==> src/rtl/ps2_pkg.sv <==
// ps2_pkg: shared types and frame constants for the PS/2 keyboard receiver
package ps2_pkg;
  typedef enum logic [1:0] {IDLE, DATA, PARITY, STOP} ps2_state_t;
  localparam int FRAME_BITS = 11;
  localparam int DATA_BITS = 8;
endpackage

==> src/rtl/ps2_keyboard_rx_if.sv <==
// ps2_keyboard_rx_if: MCU-side scan-code pop handshake and sticky error flags
interface ps2_keyboard_rx_if;
  import ps2_pkg::*;
  logic ERR_CLR;
  logic ACK;
  logic [DATA_BITS-1:0] SCAN_CODE;
  logic VALID;
  logic FRAME_ERR;
  logic OVERFLOW;
  modport master (output ERR_CLR, ACK, input SCAN_CODE, VALID, FRAME_ERR, OVERFLOW);
  modport slave (input ERR_CLR, ACK, output SCAN_CODE, VALID, FRAME_ERR, OVERFLOW);
endinterface

==> src/rtl/ps2_byte_fifo.sv <==
// ps2_byte_fifo: show-ahead synchronous byte FIFO, head reads as zero when empty
module ps2_byte_fifo #(
  parameter int DEPTH = 4
) (
  input  logic       clk,
  input  logic       rst,
  input  logic       push,
  input  logic [7:0] din,
  output logic       full,
  input  logic       pop,
  output logic [7:0] dout,
  output logic       empty
);
  localparam int AW = $clog2(DEPTH);
  logic [7:0] mem [DEPTH];
  logic [AW-1:0] wr, rd;
  logic [AW:0] cnt;
  logic do_push, do_pop;
  assign empty = cnt == '0;
  assign full = cnt == (AW+1)'(DEPTH);
  assign do_pop = pop & ~empty;
  assign do_push = push & (~full | do_pop);
  assign dout = empty ? 8'h00 : mem[rd];
  // pointers wrap naturally at DEPTH; a pop frees a slot for a same-cycle push when full
  always_ff @(posedge clk or posedge rst)
    if (rst) begin
      wr <= '0;
      rd <= '0;
      cnt <= '0;
    end else begin
      if (do_push) wr <= wr + AW'(1);
      if (do_pop) rd <= rd + AW'(1);
      cnt <= cnt + (AW+1)'(do_push) - (AW+1)'(do_pop);
    end
  // storage needs no reset; occupancy is tracked by cnt
  always_ff @(posedge clk)
    if (do_push) mem[wr] <= din;
endmodule

==> src/rtl/ps2_keyboard_rx.sv <==
// ps2_keyboard_rx: PS/2 device-to-host receiver with filtering, deframing, scan-code FIFO and error flags
module ps2_keyboard_rx
  import ps2_pkg::*;
#(
  parameter int SYNC_STAGES = 2,
  parameter int FILTER_LEN = 4,
  parameter int TIMEOUT_CYCLES = 100000,
  parameter int FIFO_DEPTH = 4
) (
  input logic CLK,
  input logic RST,
  input logic PS2CLK,
  input logic PS2DATA,
  ps2_keyboard_rx_if.slave bus
);
  localparam int FW = $clog2(FILTER_LEN + 1);
  localparam int TW = $clog2(TIMEOUT_CYCLES + 1);
  logic [SYNC_STAGES-1:0] sync [2];
  logic [FW-1:0] fcnt [2];
  logic [1:0] filt, raw;
  logic filt_clk_q, fall, bit_in;
  ps2_state_t state;
  logic [2:0] bitcnt;
  logic [DATA_BITS-1:0] shreg;
  logic parity_ok;
  logic [TW-1:0] tcnt;
  logic timeout, push, pop, full, empty, frame_err_set, overflow_set;
  assign raw = {PS2DATA, PS2CLK};
  assign fall = filt_clk_q & ~filt[0];
  assign bit_in = filt[1];
  assign timeout = state != IDLE && !fall && tcnt == TW'(TIMEOUT_CYCLES - 1);
  assign push = fall && state == STOP && bit_in && parity_ok;
  assign pop = bus.ACK & ~empty;
  assign frame_err_set = timeout | (fall && state == STOP && !(bit_in && parity_ok));
  assign overflow_set = push & full & ~pop;
  assign bus.VALID = ~empty;
  // synchronise both pins, then require FILTER_LEN consecutive disagreeing samples before the filtered line flips
  always_ff @(posedge CLK or posedge RST)
    if (RST) begin
      for (int i = 0; i < 2; i++) begin
        sync[i] <= '1;
        fcnt[i] <= '0;
      end
      filt <= '1;
      filt_clk_q <= 1'b1;
    end else begin
      for (int i = 0; i < 2; i++) begin
        sync[i] <= {sync[i][SYNC_STAGES-2:0], raw[i]};
        if (sync[i][SYNC_STAGES-1] != filt[i]) begin
          if (fcnt[i] == FW'(FILTER_LEN - 1)) begin
            filt[i] <= ~filt[i];
            fcnt[i] <= '0;
          end else fcnt[i] <= fcnt[i] + FW'(1);
        end else fcnt[i] <= '0;
      end
      filt_clk_q <= filt[0];
    end
  // frame deframer advancing on filtered clock falls; a stalled partial frame is abandoned on timeout
  always_ff @(posedge CLK or posedge RST)
    if (RST) begin
      state <= IDLE;
      bitcnt <= '0;
      shreg <= '0;
      parity_ok <= 1'b0;
      tcnt <= '0;
    end else begin
      tcnt <= (state == IDLE || fall || timeout) ? '0 : tcnt + TW'(1);
      if (timeout) begin
        state <= IDLE;
        bitcnt <= '0;
        shreg <= '0;
      end else if (fall) begin
        case (state)
          IDLE: if (!bit_in) begin
            state <= DATA;
            bitcnt <= '0;
          end
          DATA: begin
            shreg <= {bit_in, shreg[DATA_BITS-1:1]};
            bitcnt <= bitcnt + 3'd1;
            if (bitcnt == 3'(DATA_BITS - 1)) state <= PARITY;
          end
          PARITY: begin
            parity_ok <= ^{shreg, bit_in};
            state <= STOP;
          end
          STOP: state <= IDLE;
        endcase
      end
    end
  // sticky error flags; a new error in the clearing cycle wins
  always_ff @(posedge CLK or posedge RST)
    if (RST) begin
      bus.FRAME_ERR <= 1'b0;
      bus.OVERFLOW <= 1'b0;
    end else begin
      bus.FRAME_ERR <= frame_err_set | (bus.FRAME_ERR & ~bus.ERR_CLR);
      bus.OVERFLOW <= overflow_set | (bus.OVERFLOW & ~bus.ERR_CLR);
    end
  ps2_byte_fifo #(.DEPTH(FIFO_DEPTH)) u_fifo (
    .clk(CLK),
    .rst(RST),
    .push(push),
    .din(shreg),
    .full(full),
    .pop(pop),
    .dout(bus.SCAN_CODE),
    .empty(empty)
  );
endmodule

==> src/flat_wrapper.sv <==
// flat-port wrapper written by rule: the top's interface ports become plain ports
module ps2_keyboard_rx_flat import ps2_pkg::*;
#(
  parameter int SYNC_STAGES = 2,
  parameter int FILTER_LEN = 4,
  parameter int TIMEOUT_CYCLES = 100000,
  parameter int FIFO_DEPTH = 4
)
  (CLK, RST, PS2CLK, PS2DATA, bus_ERR_CLR, bus_ACK, bus_SCAN_CODE, bus_VALID, bus_FRAME_ERR, bus_OVERFLOW);
  ps2_keyboard_rx_if bus_i ();
  input logic CLK;
  input logic RST;
  input logic PS2CLK;
  input logic PS2DATA;
  input wire logic [$bits(bus_i.ERR_CLR)-1:0] bus_ERR_CLR;
  input wire logic [$bits(bus_i.ACK)-1:0] bus_ACK;
  output wire logic [$bits(bus_i.SCAN_CODE)-1:0] bus_SCAN_CODE;
  output wire logic [$bits(bus_i.VALID)-1:0] bus_VALID;
  output wire logic [$bits(bus_i.FRAME_ERR)-1:0] bus_FRAME_ERR;
  output wire logic [$bits(bus_i.OVERFLOW)-1:0] bus_OVERFLOW;
  assign bus_i.ERR_CLR = bus_ERR_CLR;
  assign bus_i.ACK = bus_ACK;
  assign bus_SCAN_CODE = bus_i.SCAN_CODE;
  assign bus_VALID = bus_i.VALID;
  assign bus_FRAME_ERR = bus_i.FRAME_ERR;
  assign bus_OVERFLOW = bus_i.OVERFLOW;
  ps2_keyboard_rx #(.SYNC_STAGES(SYNC_STAGES), .FILTER_LEN(FILTER_LEN), .TIMEOUT_CYCLES(TIMEOUT_CYCLES), .FIFO_DEPTH(FIFO_DEPTH)) u_core (.CLK(CLK), .RST(RST), .PS2CLK(PS2CLK), .PS2DATA(PS2DATA), .bus(bus_i));
endmodule
==> config.mk <==
export PLATFORM = sky130hd
export DESIGN_NAME = ps2_keyboard_rx_flat
export DESIGN_NICKNAME = d
export VERILOG_FILES = /design/src/rtl/ps2_pkg.sv /design/src/rtl/ps2_keyboard_rx_if.sv /design/src/rtl/ps2_byte_fifo.sv /design/src/rtl/ps2_keyboard_rx.sv /design/src/flat_wrapper.sv
export SDC_FILE = /design/constraint.sdc
export NUM_CORES = 1
export LEC_CHECK = 0
export CAP_MARGIN = 20
export CORE_ASPECT_RATIO = 0.8
export CORE_UTILIZATION = 41
export DETAILED_ROUTE_END_ITERATION = 7
export GPL_TIMING_DRIVEN = 0
export PLACE_DENSITY = 0.69
export SLEW_MARGIN = 0
export SYNTH_ARGS = -nofsm -noshare
export SYNTH_HDL_FRONTEND = slang
export SYNTH_SLANG_ARGS = --single-unit
export TNS_END_PERCENT = 5
==> constraint.sdc <==
create_clock -name CLK -period 6.35 [get_ports CLK]
set_input_delay 0.9525 -clock CLK [delete_from_list [all_inputs] [get_ports CLK]]
set_output_delay 0.9525 -clock CLK [all_outputs]
set_load 0.005 [all_outputs]
Yosys cells after proc, flatten, opt, wreduce, memory -nomap -nowiden
Memories as Yosys holds them, arrays and structs flattened.
Cells that the tools add are included.
{"block": "totals", "n_memories": 1, "mem_bits_rw": 32, "out_inout_bits": 11, "ff_bits": 53, "in_bits": 6}
{"memory": "u_core.u_fifo.mem", "words": 4, "width": 8, "read_ports": 1, "rd_ports_with_merged_regs": 0, "write_ports": 1, "line": "ps2_byte_fifo.sv:15", "text": "logic [7:0] mem [DEPTH];"}
{"block": "classes", "mux": 20, "n_eq_ne": 12, "n_addsub": 8, "bitwise": 19, "n_reduce_logical": 24}
{"operator": "$mux W8", "n": 4}
{"operator": "$mux W3", "n": 7}
{"operator": "$add A17 B1 Y17 const B", "n": 1}
{"operator": "$eq A17 B17 Y1 const B", "n": 1}
{"operator": "$mux W17", "n": 1}
{"operator": "$add A3 B1 Y3 const B", "n": 3}
{"operator": "$reduce_and A3 Y1", "n": 3}
{"operator": "$reduce_xor A9 Y1", "n": 1}
{"operator": "$and A1 B1 Y1", "n": 8}
{"operator": "$mux W2", "n": 4}
{"operator": "$pmux W2 S4", "n": 1}
{"operator": "$logic_and A1 B1 Y1", "n": 7}
{"operator": "$not A1 Y1", "n": 7}
{"operator": "$eq A3 B2 Y1 const B", "n": 2}
{"operator": "$eq A3 B3 Y1 const B", "n": 2}
{"operator": "$pmux W3 S2", "n": 1}
{"operator": "$reduce_and A2 Y1", "n": 3}
{"operator": "$reduce_bool A2 Y1", "n": 3}
{"operator": "$add A2 B1 Y2 const B", "n": 2}
{"operator": "$eq A2 B2 Y1 const B", "n": 2}
{"operator": "$or A1 B1 Y1", "n": 4}
{"operator": "$add A3 B1 Y3", "n": 1}
{"operator": "$logic_not A3 Y1", "n": 1}
{"operator": "$ne A3 B1 Y1 const B", "n": 1}
{"operator": "9 further kinds", "n": 13}

Depth between registers and ports, before layout
{"block": "depth", "depth_word": 8, "ltp_mapped": 12, "mapped_depth_nobuf": 11}

Hierarchy
From an unflattened synthesis, not the netlist that was laid out.
{"block": "hier_totals", "hier_cells": 292, "hier_area_um2": 3880.0}
{"module": "ps2_keyboard_rx", "seq_area_each_um2": 1159.9, "area_each_um2": 2245.9, "cells_each": 204, "n_inst": 1}
{"module": "ps2_byte_fifo", "seq_area_each_um2": 1136.1, "area_each_um2": 1634.1, "cells_each": 88, "n_inst": 1}

Worst setup path before layout
Ideal clock, no wire load.
{"block": "synth_timing", "kind": "input port to flip-flop", "start": "in bus_ACK", "end": "reg u_core.u_fifo.cnt[2]", "path_stages": 10, "required_time_ns": 6.227, "path_slack_ns": 3.290, "arrival_ns": 2.938, "setup_ns": 0.123, "cell_sequence": "or4b_2 nor2b_1 inv_1 ha_1 inv_1 ha_1 inv_1 fa_1 xnor2_1 xnor2_1"}
{"block": "synth_via", "elab_chain_cells": 6}
{"element": "start: declaration", "line": "flat_wrapper.sv:16", "text": "input wire logic [$bits(bus_i.ACK)-1:0] bus_ACK;"}
{"element": "$and A1 B1 Y1 *", "line": "ps2_keyboard_rx.sv:33", "text": "assign pop = bus.ACK & ~empty;"}
{"element": "$and A1 B1 Y1 *", "line": "ps2_byte_fifo.sv:21", "text": "assign do_pop = pop & ~empty;"}
{"element": "$or A1 B1 Y1", "line": "ps2_byte_fifo.sv:22", "text": "assign do_push = push & (~full | do_pop);"}
{"element": "$and A1 B1 Y1", "line": "ps2_byte_fifo.sv:22"}
{"element": "$add A3 B1 Y3", "line": "ps2_byte_fifo.sv:33", "text": "cnt <= cnt + (AW+1)'(do_push) - (AW+1)'(do_pop);"}
{"element": "$sub A3 B1 Y3 *", "line": "ps2_byte_fifo.sv:33"}
{"element": "end signal: assignment", "line": "ps2_byte_fifo.sv:33"}
{"element": "end: declaration", "line": "ps2_byte_fifo.sv:17", "text": "logic [AW:0] cnt;"}
Mark *: on every way between the ends. The rest lies on a longest branch, timed or not.
A chain may end at the register's enable or synchronous reset.

Final worst setup path
Ends and elaborated chain as after synthesis.

==> insert_results.sql <==
INSERT INTO impl_metrics (metric_group, metric, value, unit) VALUES
('logic_synthesis', 'ys.flop_type', 'sky130_fd_sc_hd__dfrtp_1', ''),
('route', 'post-route-drc-count', '0', ''),
('logic_synthesis', 'simple_logic_cell_fraction_of_the_synthesized_area', '13.9', '%'),
('grt', 'antenna_found_initial', '0', ''),
('grt', 'grt_start_max_net_pins', '43', ''),
('critical_path', 'crit_top_cell', 'sky130_fd_sc_hd__inv_1', ''),
('critical_path', 'setup.worst_path.start_class', 'input pin', ''),
('status', 'outcome', 'complete, no violations', ''),
('die', 'fp-row-count', '30', ''),
('die', 'die-area', '0.00959', 'sq mm'),
('critical_path', 'critical-path-slowest-cell', 'sky130_fd_sc_hd__or4b_2', ''),
('grt', 'globalRoute.busiestLayer', 'met2', ''),
('logic_synthesis', 'area_share_of_the_leading_cell_type_in_the_synthesized_netlist', '30.5', '%'),
('clock_tree', 'cts-root-to-sink-buffers', '2', ''),
('timing', 'timing.max_slew.rel_slack', '61.7', '%'),
('timing', 'timing_max_transition_violations_final', '0', ''),
('critical_path', 'worst_path_buf_inv', '4', ''),
('die', 'core_region_area', '0.00871', 'sq mm'),
('grt', 'groute.layer.met3.usage', '4.69', '%'),
('power', 'p_leak', '1.77', 'nW'),
('die', 'start_util', '43.3', '%'),
('timing', 'hold_viol_final', '0', ''),
('timing', 'achievable-frequency', '0.306', 'GHz'),
('grt', 'globalRouteTotalUtil', '14.5', '%'),
('cells_and_area', 'drive_gt1_share', '14.0', '%'),
('logic_synthesis', 'seq_area_frac_synth', '60.9', '%'),
('route', 'wl_per_cell', '14.1', 'microns'),
('clock_tree', 'cts_max_level', '3', ''),
('critical_path', 'crit_fanout', '7', ''),
('place', 'detailedPlacementHpwl', '4120', 'microns'),
('logic_synthesis', 'post_synthesis_net_count', '305', ''),
('die', 'boundaryPins', '17', ''),
('logic_synthesis', 'synth.top_cells.by_area', 'sky130_fd_sc_hd__dfrtp_1, sky130_fd_sc_hd__edfxtp_1, sky130_fd_sc_hd__ha_1, sky130_fd_sc_hd__dfstp_2, sky130_fd_sc_hd__mux4_2', ''),
('logic_synthesis', 'post-synth-top-count-cell', 'sky130_fd_sc_hd__dfrtp_1', ''),
('cells_and_area', 'area.growth.synth_to_final', '16.4', '%'),
('critical_path', 'end_kind', 'flop', ''),
('place', 'final_weighted_congestion_in_routability_driven_placement', '0.723', ''),
('route', 'finalWirelength', '6020', 'microns'),
('timing', 'grt_setup_unrepaired', 'false', ''),
('route', 'postRouteAntennaNets', '0', ''),
('clock_tree', 'ctsResizeCount', '0', ''),
('grt', 'grt_remaining_overflow', '0', ''),
('clock_tree', 'cts_buffers', '9', ''),
('clock_tree', 'cts_tree', 'built', ''),
('clock_tree', 'post_cts_setup_buffer_count', '0', ''),
('cells_and_area', 'antenna_diode_count', '0', ''),
('critical_path', 'cp_top_family', 'simple AND/OR/NAND/NOR gates', ''),
('cells_and_area', 'multi_input_comb_area', '0.00139', 'sq mm'),
('logic_synthesis', 'syn-cell-area', '0.00377', 'sq mm'),
('critical_path', 'cp.required', '6.57', 'ns'),
('timing', 'clock-skew-final', '0.00833', 'ns'),
('grt', 'wire_length_of_the_first_global_routing_pass', '10500', 'microns'),
('timing', 'final-setup-viol-count', '0', ''),
('route', 'detail_route.iter0.violations', '119', ''),
('critical_path', 'arrival_time_of_data_at_the_critical_path_endpoint', '3.49', 'ns'),
('logic_synthesis', 'synthTopCellsByCount', 'sky130_fd_sc_hd__dfrtp_1, sky130_fd_sc_hd__edfxtp_1, sky130_fd_sc_hd__nor2_1', ''),
('route', 'drt-pass1-iter-count', '5', ''),
('logic_synthesis', 'ys_warn_count', '0', ''),
('critical_path', 'list_of_cells_traversed_by_the_critical_path', 'clkdlybuf4s50_1 -> or4b_2 -> nor2b_1 -> inv_1 -> ha_1 -> inv_1 -> ha_1 -> inv_1 -> fa_1 -> xnor2_1 -> xnor2_1', ''),
('logic_synthesis', 'async_reset_ff_share', '62.4', '%'),
('clock_tree', 'path_clk_slew', '0.07', 'ns'),
('timing', 'layout_worst_path_cycle_share', '51.5', '%'),
('timing', 'worst_slack', '3.08', 'ns'),
('logic_synthesis', 'synthesis.area_per_instance', '13.4', 'sq um'),
('logic_synthesis', 'ys_seq_elements', '85', ''),
('timing', 'timing_worst_slew_pin_value', '0.575', 'ns'),
('logic_synthesis', 'distinct_cells_synth', '41', ''),
('die', 'die_boundary_width', '109', 'microns'),
('place', 'port-buffer-count', '16', ''),
('grt', 'gr-usage-met2', '22.5', '%'),
('logic_synthesis', 'yosys.area_share.xor_xnor', '6.64', '%');
where the power goes:
group          internal [mW]  leakage, nW  total, mW  switching, mW
Combinational          0.261        0.673      0.497          0.236
Sequential             0.667        0.953      0.736         0.0688
Clock                  0.279        0.148      0.511          0.233
Total                   1.21         1.77       1.74          0.537
flip-flops by register name, indices dropped and copies added, names as in the netlist:
register and count:
u_core.filt 2, u_core.state 2, u_core.filt_clk_q 1, u_core.u_fifo.wr 2, u_core.parity_ok 1, u_core.u_fifo.mem 32, u_core.bitcnt 3, u_core.tcnt 17
u_core.sync 4, u_core.bus.FRAME_ERR 1, u_core.u_fifo.cnt 3, u_core.shreg 8, u_core.bus.OVERFLOW 1, u_core.fcnt 6, u_core.u_fifo.rd 2
cells in the final DEF (no fill, tap or decap), types with 4 or more instances in the layout:
cell                              Yosys  final
sky130_fd_sc_hd__dfrtp_1             46     46
sky130_fd_sc_hd__clkbuf_16            0      9
sky130_fd_sc_hd__inv_1               14     13
sky130_fd_sc_hd__mux4_2               8      8
sky130_fd_sc_hd__nand4_1              5      5
sky130_fd_sc_hd__nand2_1             14     14
sky130_fd_sc_hd__xor2_1               7      7
sky130_fd_sc_hd__mux2i_1              8      8
sky130_fd_sc_hd__clkbuf_1             5      5
sky130_fd_sc_hd__nor2b_1              5      5
sky130_fd_sc_hd__clkdlybuf4s50_1      0     16
sky130_fd_sc_hd__and2_1              14     14
sky130_fd_sc_hd__nor2_1              26     26
sky130_fd_sc_hd__edfxtp_1            32     32
sky130_fd_sc_hd__nand3_1              7      7
sky130_fd_sc_hd__ha_1                16     16
sky130_fd_sc_hd__a21oi_1              4      4
sky130_fd_sc_hd__dfstp_2              7      7
sky130_fd_sc_hd__nor3_1               6      6
sky130_fd_sc_hd__xnor2_1             19     19
area by class of cell:
| class | instances | share of cell area, % |
|---|---|---|
| repair buffers | 17 | 4.10 |
| well taps | 112 | 3.19 |
| inverters | 14 | 1.20 |
| multi-input cells | 175 | 31.6 |
| clock buffers | 9 | 5.13 |
| plain buffers | 8 | 0.769 |
| clock inverters | 7 | 1.68 |
| flip-flops and latches | 85 | 52.3 |
routing by layer:
layer  vias up  share of wire (%)
li1       1047                  -
met1      1079                 48
met2        37                 46
met3         8                5.2
met4         0                1.4
met5         -                  0
logic make-up after synthesis:
group,count (synthesis)
mux,19
compound gates,15
simple gates,97
flops,85
xor+xnor,27
fa+ha+maj,17
buf+inv,22
metrics by stage:
step	cells	hold WS [ns]	power (mW)	cell area (sq um)	util [%]
floorplan	282	0.345	1.09	3770	-
global placement	410	0.346	1.23	4070	46.8
detailed placement	411	0.348	1.25	4090	47.0
CTS	427	0.362	1.76	4390	50.4
global route	427	0.368	1.86	4390	50.4
finish	427	0.361	1.74	4390	50.4
final timing paths:
| path | startpoint | slack (ns) | end | cells after the start |
|---|---|---|---|---|
| setup / recovery | bus_ACK | 3.08 | u_core.u_fifo.cnt[2] | 11 |
| hold / removal | u_core.sync[2] | 0.36 | u_core.sync[3] | 0 |
| setup reg to reg | u_core.filt_clk_q | 3.39 | u_core.u_fifo.cnt[2] | 12 |
| hold reg to reg | u_core.sync[2] | 0.36 | u_core.sync[3] | 0 |
| max in group asynchronous | RST | 4.92 | u_core.sync[1] | 3 |
| min in group asynchronous | RST | 0.87 | u_core.tcnt[4] | 2 |
worst register-to-register path: cells and delay by family (launching register included):
family / cells / cell delay [ns]
fa+ha+maj: 3 / 0.83
xor+xnor: 2 / 0.27
buf+inv: 4 / 0.48
simple gates: 3 / 0.78
flops: 1 / 0.51
Note: power is estimated with default switching activity, not from simulation.
==> variant: new RTL, same settings <==
`FIFO_DEPTH` is set to 4 in 2 places; all go to 8.
--- a/src/rtl/ps2_keyboard_rx.sv
+++ b/src/rtl/ps2_keyboard_rx.sv
@@ -5,7 +5,7 @@
   parameter int SYNC_STAGES = 2,
   parameter int FILTER_LEN = 4,
   parameter int TIMEOUT_CYCLES = 100000,
-  parameter int FIFO_DEPTH = 4
+  parameter int FIFO_DEPTH = 8
 ) (
   input logic CLK,
   input logic RST,
--- a/src/flat_wrapper.sv
+++ b/src/flat_wrapper.sv
@@ -4,7 +4,7 @@
   parameter int SYNC_STAGES = 2,
   parameter int FILTER_LEN = 4,
   parameter int TIMEOUT_CYCLES = 100000,
-  parameter int FIFO_DEPTH = 4
+  parameter int FIFO_DEPTH = 8
 )
   (CLK, RST, PS2CLK, PS2DATA, bus_ERR_CLR, bus_ACK, bus_SCAN_CODE, bus_VALID, bus_FRAME_ERR, bus_OVERFLOW);
   ps2_keyboard_rx_if bus_i ();
Behaviour: same outputs for any inputs over 10 cycles, from zero or initial values and one cycle with RST high; that may be too few to reach the edited logic, so the function may still have changed.
==> variant against the unedited design <==
Synthesized area increased by 39%; total power increased by 60%; largest power group unchanged; setup slack got worse by 330 ps; wire length increased by 54%; clock skew increased by 1.4 ps; first-iteration DRC count increased by 81%; design area increased by 43%; sequential cell count increased by 35; via count increased by 36%; combinational power increased by 52%; register-to-register slack improved by 280 ps; utilization increased by 0.37 points; sequential power increased by 41%.
==> variant: results (changes against the unedited design) <==
* Number of synthesized flops with an enable pin at 64 (was 32)
* Arr. time, crit path at 2650 ps (was 3490 ps)
* Largest net degree at the start of global routing at 45 (was 43)
* Largest registers: u_core.u_fifo.mem x64, u_core.tcnt x17, u_core.shreg x8 (was u_core.u_fifo.mem x32, u_core.tcnt x17, u_core.shreg x8)
* Number of buffers added by the clock tree synthesis step at 17 (was 9)
* Initial drt markers at 215 (was 119)
* Cell with the largest stage delay on the worst path: buf_1 (was or4b_2)
* Area post-placement at 5653 um2 (was 4091 um2)
* Leak pwr at 2.497 nW (was 1.774 nW)
* Synth Net Count at 378 (was 305)
* Sum of routed wire segments on met1 at 4313 um (was 2879 um)
* Max IR drop VDD at 0.2360 mV (was 0.2472 mV)
* Number of port buffers at 16 (unchanged)
* Post-route clock skew at 9.698 ps (was 8.329 ps)
* Top cells by area, synth: edfxtp_1 37%, dfrtp_1 23%, mux4_2 6.9%, ha_1 4.1%, dfstp_2 3.5% (was dfrtp_1 31%, edfxtp_1 25%, ha_1 5.3%, dfstp_2 4.9%, mux4_2 4.8%)
* Combined global-route utilization of all metal layers at 15.77% (was 14.55%)
* Routability congestion estimate at 0.7813 (was 0.7226)
* Clk Latency, worst-skew pair at 410 ps (was 340 ps)
* Synth top cells by count: 64 x edfxtp_1, 49 x dfrtp_1, 38 x nor2_1 (was 46 x dfrtp_1, 32 x edfxtp_1, 26 x nor2_1)
* Met1 demand-to-capacity share in global routing at 20.31% (was 19.56%)
* Start point of the critical path: u_core.u_fifo.rd[1]$_DFFE_PP0P_ (was bus_ACK)
* GR Util met2 at 25.99% (was 22.47%)
* Met3 layer usage reported by global route at 4.218% (was 4.688%)
* Resized cells post-CTS at 0 (unchanged)
* Run status: finished, final reports clean (unchanged)
* Async set or reset register ratio after synthesis at 46.67% (was 62.35%)
* Final HPWL DP at 6159 um (was 4116 um)
* Transition time at the pin with the least slew margin at 873.1 ps (was 574.9 ps)
* Reg-to-reg startpoint: u_core.u_fifo.cnt[2]$_DFF_PP0_ (was u_core.filt_clk_q$_DFF_PP1_)
* Worst setup endpoint: bus_SCAN_CODE[3] (was u_core.u_fifo.cnt[2]$_DFF_PP0_)
* Setup slack, reg-to-reg at 3670 ps (was 3390 ps)
* Met2 Routed Length at 4405 um (was 2741 um)
* Routed via count at 2,943 (was 2,171)
* Highest fanout seen on the critical path at 10 (was 7)
* Fraction of layout cells with a size suffix above 1 at 20.00% (was 13.97%)
* Seq/Total Area, Yosys at 63.51% (was 60.88%)
* Final routed wirelength across all metal layers at 9291 um (was 6018 um)
* Reg-to-reg critical path endpoint: u_core.u_fifo.cnt[1]$_DFF_PP0_ (was u_core.u_fifo.cnt[2]$_DFF_PP0_)
* Reg2Reg Depth at 8 (was 12)
* Source of the worst hold timing path: u_core.sync[2]$_DFF_PP1_ (unchanged)
* Number of global-route vias before repair at 3,005 (was 2,113)
* First-pass iteration count of the detailed router at 4 (was 5)
* Number of distinct library cell variants in the gate-level netlist after synthesis at 53 (was 41)
* Post-layout nets at 416 (was 333)
* Slowest cell delay on critical path at 530 ps (was 660 ps)
* Level count of the clock H-tree at 4 (was 3)
variant: cell count changes after synthesis, moves of 4 or more:
cell,before,now
edfxtp_1,32,64
and2_1,14,0
nor2_1,26,38
mux4_2,8,16
mux2i_1,8,15
xnor2_1,19,13
xor2_1,7,13
clkbuf_1,5,0
buf_4,0,4
inv_1,14,10
nand2_1,14,18
variant: kinds of logic (layout without fill, tap and decap cells):
logic type / Yosys count / in the layout / synth area share (%)
flops: 120 / 120 / 63.51
buf+inv: 20 / 71 / 1.813
mux: 36 / 36 / 10.80
compound gates: 23 / 23 / 3.005
fa+ha+maj: 18 / 18 / 4.436
xor+xnor: 27 / 27 / 4.770
simple gates: 110 / 110 / 11.66
variant: area by class of cell:
type / count / area (um2)
flip-flops and latches: 120 / 3332
fillers: 1021 / 6073
inverters: 10 / 37.54
repair buffers: 19 / 192.7
multi-input cells: 214 / 1819
clock inverters: 15 / 190.2
well taps: 171 / 214.0
plain buffers: 10 / 57.56
clock buffers: 17 / 425.4
variant: report_power, final:
group	switching [mW]	leakage [nW]	internal (mW)
sequential	0.0997	1.30	0.944
combinational	0.360	0.899	0.394
clock	0.363	0.295	0.627
total	0.822	2.50	1.96
variant: stage by stage:
step	worst slack, ps	hold WS, ps	util, %	cells	power, mW
4_1_cts	2715	355.9	50.79	576	2.813
5_1_grt	2562	361.4	50.79	576	2.934
6_report	2747	355.2	50.79	576	2.787
3_3_place_gp	2803	346.8	45.54	541	1.786
2_1_floorplan	3839	345.2	-	354	1.569
3_5_place_dp	3123	347.3	45.80	544	1.817
variant: worst max-delay path, delay by kind of cell (launching register included):
kind                   cells  cell delay, ps
and+or+nand+nor            1              60
muxes                      2             590
buffers and inverters      3            1250
DFF                        1             340
